[config.mk]
export PLATFORM = sky130hd
export DESIGN_NAME = q15_dot_accumulator
export DESIGN_NICKNAME = d
export VERILOG_FILES = /design/src/rtl/q15_pkg.sv /design/src/rtl/q15_sat_adder.sv /design/src/rtl/q15_dot_accumulator.sv
export SDC_FILE = /design/constraint.sdc
export NUM_CORES = 1
export LEC_CHECK = 0
export ABC_AREA = 0
export CORE_ASPECT_RATIO = 0.6
export CORE_MARGIN = 4
export CORE_UTILIZATION = 57
export CTS_CLUSTER_SIZE = 30
export DETAILED_ROUTE_END_ITERATION = 10
export PLACE_DENSITY = 0.81
export SLEW_MARGIN = 40
export SYNTH_ARGS = -nofsm -noshare
export SYNTH_HDL_FRONTEND = slang
export SYNTH_HIERARCHICAL = 1
export SYNTH_SLANG_ARGS = --single-unit
[constraint.sdc]
create_clock -name clk -period 4.6 [get_ports clk]
set_clock_uncertainty 0.1 [all_clocks]
set_input_delay 1.15 -clock clk [delete_from_list [all_inputs] [get_ports clk]]
set_output_delay 1.15 -clock clk [all_outputs]
set_load 0.005 [all_outputs]
[src/rtl/q15_pkg.sv]
// Shared Q15 fixed-point encoding: 64-bit signed, 48 fractional bits, with
// reserved bit patterns for NaN and +/-inf.
package q15_pkg;
  localparam int Q15_W    = 64;
  localparam int Q15_FRAC = 48;

  localparam logic [Q15_W-1:0] Q15_NAN     = 64'h8000_0000_0000_0000;
  localparam logic [Q15_W-1:0] Q15_POS_INF = 64'h7FFF_FFFF_FFFF_FFFF;
  localparam logic [Q15_W-1:0] Q15_NEG_INF = 64'hFFFF_FFFF_FFFF_FFFF;
  localparam logic [Q15_W-1:0] Q15_ONE     = 64'h0001_0000_0000_0000;

  typedef enum logic [1:0] {FINITE, NAN, POS_INF, NEG_INF} q15_class_t;

  typedef struct packed {
    logic nan;
    logic pinf;
    logic ninf;
  } q15_flags_t;

  function automatic q15_class_t q15_classify(input logic [Q15_W-1:0] v);
    if (v == Q15_NAN)          return NAN;
    else if (v == Q15_POS_INF) return POS_INF;
    else if (v == Q15_NEG_INF) return NEG_INF;
    else                       return FINITE;
  endfunction
endpackage

[src/rtl/q15_sat_adder.sv]
// Combinational single-term step: classify the term, add finite values and
// fold specials and overflow into the sticky flags.
module q15_sat_adder
  import q15_pkg::*;
(
  input  logic [Q15_W-1:0] acc,
  input  logic [Q15_W-1:0] term,
  input  q15_flags_t       flags_in,
  output logic [Q15_W-1:0] acc_next,
  output q15_flags_t       flags_next
);
  logic [Q15_W:0] sum;

  assign sum = {acc[Q15_W-1], acc} + {term[Q15_W-1], term};

  always_comb begin
    acc_next   = acc;
    flags_next = flags_in;
    unique case (q15_classify(term))
      NAN:     flags_next.nan  = 1'b1;
      POS_INF: flags_next.pinf = 1'b1;
      NEG_INF: flags_next.ninf = 1'b1;
      default: begin
        // On overflow the accumulator keeps its prior value; the sticky
        // flag alone decides the group's result from here on.
        if (sum[Q15_W] != sum[Q15_W-1]) begin
          if (sum[Q15_W]) flags_next.ninf = 1'b1;
          else            flags_next.pinf = 1'b1;
        end else begin
          acc_next = sum[Q15_W-1:0];
        end
      end
    endcase
  end
endmodule

[src/rtl/q15_dot_accumulator.sv]
// Sums TERMS consecutive Q15 products per group and holds one saturating,
// special-aware result under a valid/ready handshake.
module q15_dot_accumulator
  import q15_pkg::*;
#(
  parameter int TERMS = 3,
  parameter int CNT_W = $clog2(TERMS)
) (
  input  logic             clk,
  input  logic             rst_n,
  input  logic             clear,
  input  logic             in_valid,
  output logic             in_ready,
  input  logic [Q15_W-1:0] in_data,
  output logic             out_valid,
  input  logic             out_ready,
  output logic [Q15_W-1:0] out_data,
  output logic             out_nan,
  output logic             out_inf
);
  typedef enum logic {ACCUM, HOLD} state_t;

  state_t           state_q, state_d;
  logic [Q15_W-1:0] acc_q, acc_d, base_acc, add_acc, out_data_d;
  q15_flags_t       flags_q, flags_d, base_flags, add_flags;
  logic [CNT_W-1:0] count_q, count_d;
  logic             out_nan_d, out_inf_d, in_fire, out_fire;

  assign out_valid = (state_q == HOLD);
  assign in_ready  = !out_valid | out_ready;
  assign in_fire   = in_valid & in_ready;
  assign out_fire  = out_valid & out_ready;

  // A term accepted while a result is being handed off opens a fresh group.
  assign base_acc   = out_valid ? '0 : acc_q;
  assign base_flags = out_valid ? '0 : flags_q;

  q15_sat_adder u_add (
    .acc        (base_acc),
    .term       (in_data),
    .flags_in   (base_flags),
    .acc_next   (add_acc),
    .flags_next (add_flags)
  );

  always_comb begin
    state_d    = state_q;
    acc_d      = acc_q;
    flags_d    = flags_q;
    count_d    = count_q;
    out_data_d = out_data;
    out_nan_d  = out_nan;
    out_inf_d  = out_inf;
    if (clear) begin
      state_d = ACCUM;
      acc_d   = '0;
      flags_d = '0;
      count_d = '0;
    end else begin
      if (out_fire) begin
        state_d = ACCUM;
        acc_d   = '0;
        flags_d = '0;
        count_d = '0;
      end
      if (in_fire) begin
        if (count_q == CNT_W'(TERMS - 1)) begin
          state_d = HOLD;
          acc_d   = '0;
          flags_d = '0;
          count_d = '0;
          if (add_flags.nan || (add_flags.pinf && add_flags.ninf)) begin
            out_data_d = Q15_NAN;
            out_nan_d  = 1'b1;
            out_inf_d  = 1'b0;
          end else if (add_flags.pinf) begin
            out_data_d = Q15_POS_INF;
            out_nan_d  = 1'b0;
            out_inf_d  = 1'b1;
          end else if (add_flags.ninf) begin
            out_data_d = Q15_NEG_INF;
            out_nan_d  = 1'b0;
            out_inf_d  = 1'b1;
          end else begin
            out_data_d = add_acc;
            out_nan_d  = 1'b0;
            out_inf_d  = 1'b0;
          end
        end else begin
          acc_d   = add_acc;
          flags_d = add_flags;
          count_d = count_q + CNT_W'(1);
        end
      end
    end
  end

  always_ff @(posedge clk or negedge rst_n) begin
    if (!rst_n) begin
      state_q  <= ACCUM;
      acc_q    <= '0;
      flags_q  <= '0;
      count_q  <= '0;
      out_data <= '0;
      out_nan  <= 1'b0;
      out_inf  <= 1'b0;
    end else begin
      state_q  <= state_d;
      acc_q    <= acc_d;
      flags_q  <= flags_d;
      count_q  <= count_d;
      out_data <= out_data_d;
      out_nan  <= out_nan_d;
      out_inf  <= out_inf_d;
    end
  end
endmodule

==> out/results.txt <==
Outcome -> finished, violations left
Violated checks -> negative setup slack
Rows -> 39
Area of the multi-input gates -> 7562 um2
Synthesized area per cell -> 8.808 um2
Leak -> 7.585 nW
First-pass GRT wire length -> 63960 um
Critical setup path kind -> register to register
GRT Util Overall -> 0.3734
Synth area leaders -> dfrtp_1, ha_1, mux2i_1
Final ANT Viol Nets -> 0
Final Slew Violations -> 0
Cell variety after synth -> 71
Clock network fraction of design power -> 0.167
CP Max Fanout -> 16
Total CTS buffers -> 17
Remaining DRCs -> 0
Vias in the first global route -> 11617
GPL Wtd Cong -> 0.9858
Clk root buf -> clkbuf_16
Worst IR Drop VDD -> 383.4 uV
H-tree depth -> 4
Arrival time worst endpoint -> 5.01 ns
CP peak stage delay -> 0.53 ns
Die W -> 188 um
I/O Pins -> 137
Crit. End Element -> register
Post-synth top cells -> dfrtp_1, o21ai_0, a21oi_1
Hold WS -> 0.4009 ns
DR iter-0 viols -> 1670
Die H -> 116 um
Max cap viols -> 0
Initial core utilization -> 0.5808
Sw Share -> 0.4084
PD cells -> 513.8 nW/um2
Total iterations of the first detailed-routing run -> 6
Reg clk slew, reported paths -> 0.07 ns
Critical path required time -> 4.81 ns
Sequential power share -> 0.217
WL/cell -> 23.73 um
Logic pwr share -> 0.616
Final Hold Violating Endpoints -> 0
DRT Wirelength -> 45680 um
Worst relative slew slack -> 0.5051
Crit-path cells -> nor2b_1 -> ha_4 -> inv_1 -> fa_2 -> and2b_2 -> o2111ai_4 -> a2111oi_4 -> o311ai_1 -> o221a_2 -> o2111ai_2 -> nand2_2 -> nor2b_2 -> a211oi_2 -> mux2i_1 -> buf_4 -> a21oi_4 -> buf_4 -> clkbuf_16 -> o21ai_0 -> mux2i_1
Setup_tns -> -6.531 ns
Post-Syn Area -> 11080 um2
Crit start category -> register
Grt total ovfl -> 0
Synth Warn # -> 6
FILL cells -> 1058
ANT cells -> 0
DR vias/cell -> 6.572
Clock Latency Late Sink -> 0.45 ns
Storage cell area -> 3405 um2
Core Footprint -> 19080 um2
Fin crit share -> 1.045
Initial antenna violation count -> 1
Clock sink total -> 136
CTS tree -> yes
DIE AREA -> 21810 um2
Area growth syn-to-layout -> 45.39%
Final setup fails -> 81
Final net count -> 1783
Max Fclk -> 208.0 MHz
CP max stage cell -> a2111oi_4
Synth Flop Type -> dfrtp_1
Post-synthesis net count -> 1395
# hold bufs at CTS -> 0
FFs w/ async S/R, synth -> 1.000
Final worst path period need -> 4.807 ns
Most common cell in the netlist -> dfrtp_1
Largest net degree at the start of global routing -> 87
NetSw -> 3.381 mW
Synth area leader -> dfrtp_1
Hpwl dp -> 29100 um
Cell count after synthesis -> 1258
Int Power -> 4.897 mW
Yosys reg bits -> 136
Setup ws final -> -0.2072 ns
Part of the Yosys area used for sequential elements -> 0.3071
Min-delay worst type -> register to register
Slew @ Worst Pin -> 0.7424 ns
Clock tree buffer depth -> 2
Top-area cell type share of the netlist area -> 0.3071
# port buffers -> 136
Vias post-DR -> 12651
Post-synth EDFFs -> 0
Share of cells above drive strength 1 -> 0.2929
-- path summary, 6_finish.rpt --
kind,depth (start not counted),slack [ns],startpoint,end
max in group asynchronous,2,2.83,rst_n,acc_q[27]$_DFFE_PN0P_
min,1,0.40,acc_q[32]$_DFFE_PN0P_,acc_q[32]$_DFFE_PN0P_
max,20,-0.21,out_valid$_DFF_PN0_,out_data[37]$_DFFE_PN0P_
min reg2reg,1,0.40,acc_q[32]$_DFFE_PN0P_,acc_q[32]$_DFFE_PN0P_
max reg2reg,20,-0.21,out_valid$_DFF_PN0_,out_data[37]$_DFFE_PN0P_
min in group asynchronous,1,0.64,rst_n,out_data[9]$_DFFE_PN0P_
-- repair_timing --
item / in CTS / in global routing
gates resized for setup: 25 / 133
setup endpoints to repair: 129 / 125
gates cloned: 1 / 2
buffers inserted: 3 / 10
pin swaps: 5 / 20
-- state kept, by name, summed over array words and instances (netlist names) --
name and count:
out_nan 1, flags_q 3, count_q 2, out_data 64, out_inf 1, acc_q 64, out_valid 1
-- through the flow --
step	worst slack (ns)	utilization	power, mW	cells	instance area (um2)
after global routing	-0.2258	0.8444	8.668	1925	16110
after CTS	0.004703	0.8080	7.687	1911	15420
after global placement	-0.7079	0.7708	6.016	1875	14710
after floorplan	0.002216	-	4.144	1258	11080
after detailed placement	-0.9222	0.7708	6.156	1875	14710
final	-0.2072	0.8444	8.278	1925	16110
-- placed cells by master (no fill, tap or decap), types with 32 or more instances in the layout --
master,Yosys,final
a21o_1,36,36
a21oi_1,93,72
a22o_1,67,67
buf_4,3,292
clkdlybuf4s50_1,0,118
dfrtp_1,136,135
ha_1,67,42
inv_1,86,86
mux2_2,43,42
mux2i_1,68,68
nand2_1,64,61
nand4_1,39,39
nor2_1,36,34
nor2b_1,75,73
o21ai_0,131,94
o21ai_1,0,32
xnor2_1,39,39
-- cell families after synthesis --
group           share of synthesized area
compound gates                     0.2377
simple gates                       0.1558
buf+inv                           0.06481
flops                              0.3071
mux                                0.1112
fa+ha+maj                         0.07746
xor+xnor                          0.04584
-- layer usage --
metal	track usage	part of all wire
met1	0.5507	0.42
met2	0.5355	0.41
met3	0.1033	0.13
met4	0.1109	0.039
met5	0	0.00037
-- power groups by stage --
| stage | clock network, mW | registers, mW | logic, mW |
|---|---|---|---|
| 2_1_floorplan | 0 | 1.76 | 2.38 |
| 3_3_place_gp | 0 | 1.76 | 4.25 |
| 3_5_place_dp | 0 | 1.78 | 4.38 |
| 4_1_cts | 1.37 | 1.78 | 4.53 |
| 5_1_grt | 1.42 | 1.84 | 5.41 |
| 6_report | 1.38 | 1.80 | 5.10 |
-- final cells by class --
class	instances	area share
clock inverters	10	0.005980
multi-input cells	960	0.4694
inverters	87	0.02027
flip-flops and latches	136	0.2113
repair buffers	444	0.2429
clock buffers	22	0.02943
well taps	266	0.02066
-- critical path, delay by kind of cell (launching register included) --
kind	cells	cell delay [ns]
mux	2	0.43
compound gates	8	1.54
buf+inv	4	0.62
flops	1	0.52
fa+ha+maj	2	0.56
simple gates	4	0.90
No activity file was read; power rests on OpenSTA's default activity.
